File: src/rtl/corefifo_wr_ptr_ctrl_pkg.sv
// Shared definitions for the async FIFO pointer controllers: default
// geometry, gray/binary conversion helpers and the full-compare helper.
// Helpers work on a 32-bit word; callers zero-extend their pointers and
// cast the result back to pointer width.
package corefifo_wr_ptr_ctrl_pkg;

   localparam int CFIFO_ADDRWIDTH = 3;
   localparam int PTRW            = CFIFO_ADDRWIDTH + 1;
   localparam int CFIFO_MAXW      = 32;

   typedef logic [CFIFO_MAXW-1:0] cfifo_word_t;

   // Binary to reflected gray code.
   function automatic cfifo_word_t bin2gray(input cfifo_word_t bin);
      return bin ^ (bin >> 1);
   endfunction

   // Gray to binary: each binary bit is the XOR of all gray bits at or above it.
   function automatic cfifo_word_t gray2bin(input cfifo_word_t gray);
      cfifo_word_t bin;
      bin = '0;
      for (int i = 0; i < CFIFO_MAXW; i++) begin
         bin[i] = ^(gray >> i);
      end
      return bin;
   endfunction

   // Full when the write gray pointer equals the read gray pointer with its
   // two MSBs inverted (one lap ahead, same address).
   function automatic logic ptr_full_match(input cfifo_word_t wr_gray,
                                           input cfifo_word_t rd_gray,
                                           input int          ptrw);
      cfifo_word_t flip;
      flip = 32'd3 << (ptrw - 2);
      return (wr_gray == (rd_gray ^ flip));
   endfunction

endpackage

File: src/rtl/corefifo_gray2bin.sv
// Purely combinational gray-to-binary converter, shared by the write- and
// read-side pointer controllers.
module corefifo_gray2bin
   import corefifo_wr_ptr_ctrl_pkg::*;
#(
   parameter int WIDTH = PTRW
) (
   input  logic [WIDTH-1:0] gray,
   output logic [WIDTH-1:0] bin
);

   logic [WIDTH-1:0] bin_s;

   // Prefix XOR from the MSB down; no feedback on bin_s itself.
   always_comb begin
      bin_s = '0;
      for (int i = 0; i < WIDTH; i++) begin
         bin_s[i] = ^(gray >> i);
      end
   end

   assign bin = bin_s;

endmodule

File: src/rtl/corefifo_wr_ptr_ctrl.sv
// Write-domain pointer and flag controller of the async FIFO. Holds the
// binary/gray write pointers, drives the memory write port and derives
// full, almost-full, fill level and overflow from the synchronized read
// pointer. All flags are registered; rd_ptr_gray_sync reaches outputs only
// through registers.
module corefifo_wr_ptr_ctrl
   import corefifo_wr_ptr_ctrl_pkg::*;
#(
   parameter int ADDRWIDTH    = CFIFO_ADDRWIDTH,
   parameter int AFULL_THRESH = 6
) (
   input  logic                 clk,
   input  logic                 arstn,
   input  logic                 srstn,
   input  logic                 we,
   input  logic [ADDRWIDTH:0]   rd_ptr_gray_sync,
   output logic [ADDRWIDTH:0]   wr_ptr_gray,
   output logic [ADDRWIDTH-1:0] waddr,
   output logic                 wen_mem,
   output logic                 full,
   output logic                 afull,
   output logic [ADDRWIDTH:0]   wrcnt,
   output logic                 overflow
);

   localparam int                WPTRW          = ADDRWIDTH + 1;
   localparam logic [WPTRW-1:0]  AFULL_THRESH_W = WPTRW'(AFULL_THRESH);

   logic [WPTRW-1:0] wr_ptr_bin_r;
   logic [WPTRW-1:0] wr_ptr_gray_r;
   logic             full_r;
   logic             afull_r;
   logic [WPTRW-1:0] wrcnt_r;
   logic             overflow_r;

   logic             accept_s;
   logic [WPTRW-1:0] wr_ptr_bin_nxt_s;
   logic [WPTRW-1:0] wr_ptr_gray_nxt_s;
   logic [WPTRW-1:0] rd_bin_s;
   logic [WPTRW-1:0] fill_nxt_s;
   logic             full_nxt_s;
   logic             afull_nxt_s;
   logic             overflow_nxt_s;

   corefifo_gray2bin #(
      .WIDTH (WPTRW)
   ) u_rd_gray2bin (
      .gray (rd_ptr_gray_sync),
      .bin  (rd_bin_s)
   );

   // Next-state pointers and flags; a read-pointer advance and a write in
   // the same cycle are both folded into the fill computation.
   always_comb begin
      accept_s          = we & ~full_r;
      wr_ptr_bin_nxt_s  = wr_ptr_bin_r + {{ADDRWIDTH{1'b0}}, accept_s};
      wr_ptr_gray_nxt_s = WPTRW'(bin2gray(cfifo_word_t'(wr_ptr_bin_nxt_s)));
      fill_nxt_s        = wr_ptr_bin_nxt_s - rd_bin_s;
      full_nxt_s        = ptr_full_match(cfifo_word_t'(wr_ptr_gray_nxt_s),
                                         cfifo_word_t'(rd_ptr_gray_sync),
                                         WPTRW);
      afull_nxt_s       = (fill_nxt_s >= AFULL_THRESH_W);
      overflow_nxt_s    = we & full_r;
   end

   // Pointer and flag registers with async and sync clear.
   always_ff @(posedge clk or negedge arstn) begin
      if (!arstn) begin
         wr_ptr_bin_r  <= '0;
         wr_ptr_gray_r <= '0;
         full_r        <= 1'b0;
         afull_r       <= 1'b0;
         wrcnt_r       <= '0;
         overflow_r    <= 1'b0;
      end else if (!srstn) begin
         wr_ptr_bin_r  <= '0;
         wr_ptr_gray_r <= '0;
         full_r        <= 1'b0;
         afull_r       <= 1'b0;
         wrcnt_r       <= '0;
         overflow_r    <= 1'b0;
      end else begin
         wr_ptr_bin_r  <= wr_ptr_bin_nxt_s;
         wr_ptr_gray_r <= wr_ptr_gray_nxt_s;
         full_r        <= full_nxt_s;
         afull_r       <= afull_nxt_s;
         wrcnt_r       <= fill_nxt_s;
         overflow_r    <= overflow_nxt_s;
      end
   end

   assign wr_ptr_gray = wr_ptr_gray_r;
   assign waddr       = wr_ptr_bin_r[ADDRWIDTH-1:0];
   assign wen_mem     = accept_s;
   assign full        = full_r;
   assign afull       = afull_r;
   assign wrcnt       = wrcnt_r;
   assign overflow    = overflow_r;

endmodule
File: config.mk
export PLATFORM = sky130hd
export DESIGN_NAME = corefifo_wr_ptr_ctrl
export DESIGN_NICKNAME = d
export VERILOG_FILES = /design/src/rtl/corefifo_wr_ptr_ctrl_pkg.sv /design/src/rtl/corefifo_gray2bin.sv /design/src/rtl/corefifo_wr_ptr_ctrl.sv
export SDC_FILE = /design/constraint.sdc
export NUM_CORES = 1
export LEC_CHECK = 0
export BUFFER_PORTS_ARGS = -buffer_cell sky130_fd_sc_hd__buf_2
export CAP_MARGIN = 0
export CORE_MARGIN = 2
export CORE_UTILIZATION = 53
export CTS_BUF_LIST = sky130_fd_sc_hd__clkbuf_2
export DETAILED_ROUTE_END_ITERATION = 10
export GPL_ROUTABILITY_DRIVEN = 0
export PLACE_DENSITY_LB_ADDON = 0.3
export SETUP_SLACK_MARGIN = 0.2
export SYNTH_ARGS = -nofsm -noshare
export SYNTH_HDL_FRONTEND = slang
export SYNTH_SLANG_ARGS = --single-unit
File: constraint.sdc
create_clock -name clk -period 5.7 [get_ports clk]
set_input_delay 0.285 -clock clk [delete_from_list [all_inputs] [get_ports clk]]
set_output_delay 0.285 -clock clk [all_outputs]
set_load 0.03 [all_outputs]
==> impl_metrics.yaml, run 1 <==
cts:
  cts-resized-gates: 0
  clk_path_buf_depth: 2
  postCtsSetupBuffers: 0
  cts_tree: "done"
  ctsHoldBuffers: 1
  clock-root-buffer: "clkbuf_2"
  cts.clk_slew.worst_paths_ns: 0.12
  clock_sinks: 14
  cts_buffers: 3
  h-tree-depth: 1
  insertion_delay_ns: 0.27
power_and_ir_drop:
  p_leak_nw: 0.495
  power_per_cell_area_mw_per_mm2: 305
  ir_drop_mv: 0.161
floorplanning:
  start_util: 0.561
  core_area_mm2: 0.00130
  die_h_um: 41.1
  fp.dieW_um: 41.1
  io_pins: 23
  die_area_mm2: 0.00169
  num_rows: 13
final_layout:
  drive_gt1_frac: 0.341
  fin_nets: 101
  final_core_util: 0.676
  synthToLayoutAreaGrowth_pct: 20.6
  fill_cells: 110
  stdcell_area_um2: 880
  antenna_cells: 0
sta:
  post-route-min-period_ns: 2.30
  relSlewSlack: 0.675
  worst_slew_pin_slew_ns: 0.485
  fin_setup_tns_ns: 0
  hold_slack_ns: 0.251
  fin_skew_ns: 0.00498
  period_share: 0.404
  fmax_mhz: 435
  setup_viol: 0
  hold_violations: 0
  maxSlewViolCount: 0
  rsz0062_at_grt: "no"
synth:
  yosys_register_bits: 14
  postSynthCellCount: 60
  synth_nets: 74
  yosysTopAreaCell: "dfrtp_1"
  synth_ff_type: "dfrtp_1"
  yosys.cell_count.top_type: "dfrtp_1"
  netlist_area_um2: 729
  ys_async_sr_fraction: 1.00
  syn_area_per_cell_um2: 12.2
  synth_edf_count: 0
  yosys_warnings: 0
  synthTopCellsByArea: "dfrtp_1, ha_1, xnor2_1"
  synth_common_cells: "dfrtp_1, and2_1, xnor2_1"
  synth.distinct_cells: 21
  yosysTopAreaCellShare: 0.480
  ys_seq_area_frac: 0.480
setup_path:
  cp-end-kind: "register"
  crit_required_ns: 5.87
  critPathKind: "reg -> reg"
  cp.arrival_ns: 2.47
  crit_path_max_fanout: 5
  setup.worst_path.start_class: "register"
detailed_routing:
  routed_wl_um: 1270
  ant_nets: 0
  drt_iter0_markers: 5
  vias: 503
  first_pass_iters: 4
  post_drt_via_cell_ratio: 5.03
  post_drt_wl_per_cell_um: 12.7
  drc_errors: 0
global_routing:
  grt-ovfl-total: 0
  grt_max_degree: 15
  grt_antenna_before_repair: 0
  first_global_vias: 442
  grt_pass1_wl_um: 1880
  grt_use_total: 0.181
outcome:
  status: "finished, final reports clean"
place:
  hpwl_um: 998
  port_buffers: 22
  post_dp_cell_area_um2: 855
min_path:
  hp-class: "in -> reg"
flow_run:
  cap_violations: 0
==> where the power goes <==
group / switching (mW) / internal [mW]
registers: 0.00355 / 0.112
clock network: 0.0294 / 0.0143
logic: 0.0677 / 0.0408
total: 0.101 / 0.167
==> routing by layer <==
layer | vias to the layer above | wire length [µm] | global-route usage
met5 | - | 0 | 0
met4 | 0 | 34 | 0.121
met3 | 5 | 77 | 0.0163
met2 | 26 | 645 | 0.332
met1 | 229 | 510 | 0.194
li1 | 243 | - | -
==> through the flow <==
step / setup WS (ns) / std cells / total power [mW]
floorplan: 2.96 / 60 / 0.197
global placement: 3.43 / 96 / 0.223
detailed placement: 3.38 / 96 / 0.226
CTS: 3.39 / 100 / 0.270
global route: 3.21 / 100 / 0.283
finish: 3.40 / 100 / 0.268
==> registers in the layout, indices dropped and copies added, names as in the netlist <==
signal / cells
wr_ptr_gray: 3
afull: 1
full: 1
wr_ptr_bin_r: 4
overflow: 1
wrcnt: 4
==> worst max-delay path, stage by stage (launching register included) <==
cell and delay [ns]:
dfrtp_1 0.40, nor2b_1 0.14, ha_1 0.19, ha_1 0.19, xor2_2 0.30, ha_1 0.33, a21oi_1 0.15, o21ai_0 0.11
xor3_1 0.20, o21a_1 0.19
==> final timing paths <==
kind | depth (start not counted) | end | from | slack, ns
hold reg to reg | 1 | overflow | full | 0.55
setup reg to reg | 9 | afull | full | 3.40
hold / removal | 2 | overflow | we | 0.25
min in group asynchronous | 2 | overflow | arstn | 0.42
setup / recovery | 9 | afull | full | 3.40
max in group asynchronous | 2 | afull | arstn | 5.05
==> placed cells by master (no fill, tap or decap) <==
| master | synthesis | layout |
|---|---|---|
| xnor2_1 | 6 | 6 |
| o21ai_0 | 1 | 1 |
| and2_2 | 2 | 2 |
| xor2_1 | 5 | 5 |
| dfrtp_1 | 14 | 14 |
| fa_1 | 1 | 1 |
| and2b_1 | 1 | 1 |
| ha_1 | 5 | 5 |
| o21a_1 | 1 | 1 |
| a211oi_2 | 1 | 1 |
| clkbuf_2 | 0 | 3 |
| a21oi_1 | 1 | 1 |
| xor3_1 | 1 | 1 |
| and3_1 | 1 | 1 |
| nand2_1 | 2 | 2 |
| buf_2 | 0 | 22 |
| xor2_2 | 1 | 1 |
| nor2b_1 | 4 | 4 |
| nand3_1 | 2 | 2 |
| dlygate4sd3_1 | 0 | 1 |
| inv_1 | 3 | 3 |
| and2_1 | 6 | 6 |
| or3_1 | 1 | 1 |
==> logic make-up after synthesis <==
family	after synthesis	share of synthesized area
adder cells (fa/ha/maj)	6	0.113
buffers and inverters	4	0.0206
AO/OA/AOI/OAI	4	0.0412
AND/OR/NAND/NOR	19	0.158
flip-flops	14	0.480
XOR/XNOR	13	0.187
==> area by class of cell <==
class	instances	area [µm²]	share of cell area
clock buffers	3	15.0	0.0171
inverters	3	11.3	0.0128
multi-input cells	42	364	0.414
flip-flops and latches	14	350	0.398
well taps	15	18.8	0.0213
repair buffers	23	120	0.137
No activity file was read; power rests on OpenSTA's default activity.
==> inputs of run 2 (changes only) <==
--- a/config.mk
+++ b/config.mk
@@ -8,7 +8,7 @@
 export BUFFER_PORTS_ARGS = -buffer_cell sky130_fd_sc_hd__buf_2
 export CAP_MARGIN = 0
 export CORE_MARGIN = 2
-export CORE_UTILIZATION = 53
+export CORE_UTILIZATION = 46
 export CTS_BUF_LIST = sky130_fd_sc_hd__clkbuf_2
 export DETAILED_ROUTE_END_ITERATION = 10
 export GPL_ROUTABILITY_DRIVEN = 0
==> constraint.sdc (replaced) <==
create_clock -name clk -period 2.1 [get_ports clk]
set_input_delay 0.105 -clock clk [delete_from_list [all_inputs] [get_ports clk]]
set_output_delay 0.105 -clock clk [all_outputs]
set_load 0.03 [all_outputs]
==> impl_metrics.yaml, run 2 (synthesis results as in run 1) <==
sta:
  period_share: 0.946
  maxSlewViolCount: 0
  fin_skew_ns: 0.00405
  post-route-min-period_ns: 1.99
  relSlewSlack: 0.791
  hold_violations: 0
  rsz0062_at_grt: "yes"
  setup_viol: 0
  fin_setup_tns_ns: 0
  hold_slack_ns: 0.113
  worst_slew_pin_slew_ns: 0.313
  fmax_mhz: 503
  finalWorstSetupSlack_ns: 0.113
global_routing:
  grt_antenna_before_repair: 0
  first_global_vias: 572
  grt_use_total: 0.183
  grt_max_degree: 15
  grt_pass1_wl_um: 2500
  grt-ovfl-total: 0
power_and_ir_drop:
  power_mw: 0.786
  p_leak_nw: 0.535
  power_per_cell_area_mw_per_mm2: 783
  ir_drop_mv: 0.426
final_layout:
  drive_gt1_frac: 0.473
  final_common_cell: "buf_2"
  seqCellArea_um2: 352
  synthToLayoutAreaGrowth_pct: 37.7
  fin_nets: 108
  multi_input_area_um2: 430
  fill_cells: 107
  most-common-layout-cells: "buf_2, dfrtp_1, buf_4"
  antenna_cells: 0
detailed_routing:
  post_drt_via_cell_ratio: 4.88
  first_pass_iters: 2
  drt_iter0_markers: 7
  post_drt_wl_per_cell_um: 14.0
  ant_nets: 0
  vias: 532
  routed_wl_um: 1520
  drc_errors: 0
floorplanning:
  start_util: 0.490
  die_area_mm2: 0.00192
  fp.dieW_um: 43.8
  io_pins: 23
  num_rows: 14
  core_area_mm2: 0.00149
  die_h_um: 43.8
place:
  port_buffers: 22
  place_ws_ns: 0.0815
  hpwl_um: 1220
setup_path:
  cpPeakStageDelay_ns: 0.45
  crit_required_ns: 2.29
  cp.arrival_ns: 2.17
  crit_path_max_fanout: 3
  cpMaxStageDelayCell: "dfrtp_2"
  crit_path_cell_trace: "nor2b_4, ha_4, ha_4, xor2_4, ha_4, a21oi_2, o21ai_2, xor3_1, o21a_1"
  cp-end-kind: "register"
  setup.worst_path.start_class: "register"
  worst_path_most_repeated_cell: "ha_4"
  critPathKind: "reg -> reg"
cts:
  cts_tree: "done"
  cts.clk_slew.worst_paths_ns: 0.13
  insertion_delay_ns: 0.28
  clk_path_buf_depth: 2
  clock-root-buffer: "clkbuf_2"
  clock_sinks: 14
  cts_buffers: 3
  h-tree-depth: 1
outcome:
  status: "finished, final reports clean"
flow_run:
  cap_violations: 0
min_path:
  hp-class: "in -> reg"
## run 2: final cells by class
cell class	instances	area share
Inverter	3	0.0112
Timing Repair Buffer	30	0.172
Sequential cell	14	0.350
Multi-Input combinational cell	42	0.428
Clock inverter	1	0.00374
Tap cell	16	0.0199
Clock buffer	3	0.0149
## run 2: worst paths after layout
path                            slack, ns       startpoint               to  depth (start not counted)
worst max-delay path                 0.11             full            afull                          9
worst min-delay path                 0.11               we         overflow                          2
worst max register to register       0.11             full            afull                          9
worst min register to register       0.75  wr_ptr_bin_r[0]  wr_ptr_bin_r[0]                          2
max in group asynchronous            1.62            arstn             full                          2
min in group asynchronous            0.22            arstn  wr_ptr_bin_r[2]                          2
## run 2: worst max-delay path, delay by kind of cell, from the launching register on
kind / cells / cell delay (ns)
AO/OA/AOI/OAI: 3 / 0.40
XOR/XNOR: 2 / 0.38
adder cells (fa/ha/maj): 3 / 0.53
flip-flops: 1 / 0.45
AND/OR/NAND/NOR: 1 / 0.14
## run 2: per-layer routing
metal | vias up | track usage | routed length (µm)
met3 | 4 | 0.0208 | 41
li1 | 259 | - | -
met5 | - | 0 | 0
met4 | 0 | 0.115 | 41
met2 | 15 | 0.315 | 819
met1 | 254 | 0.214 | 618
## run 2: power breakdown
part / total [mW] / switching (mW) / internal [mW]
combinational: 0.340 / 0.198 / 0.142
sequential: 0.319 / 0.0146 / 0.305
clock: 0.127 / 0.0856 / 0.0413
## run 2: stage by stage
stage | cell area, µm² | cells | utilization
finish | 1000 | 109 | 0.675
global route | 1000 | 109 | 0.675
CTS | 993 | 108 | 0.667
detailed placement | 950 | 101 | 0.638
global placement | 950 | 101 | 0.638
floorplan | 793 | 60 | -
## run 2: what timing repair did
item	in CTS	in global routing
endpoints found under the hold margin	14	0
endpoints found under the setup margin	3	3
hold buffers	1	0
gates resized for setup	0	1
pin swaps	3	1
buffers inserted	2	1
cloned	0	0
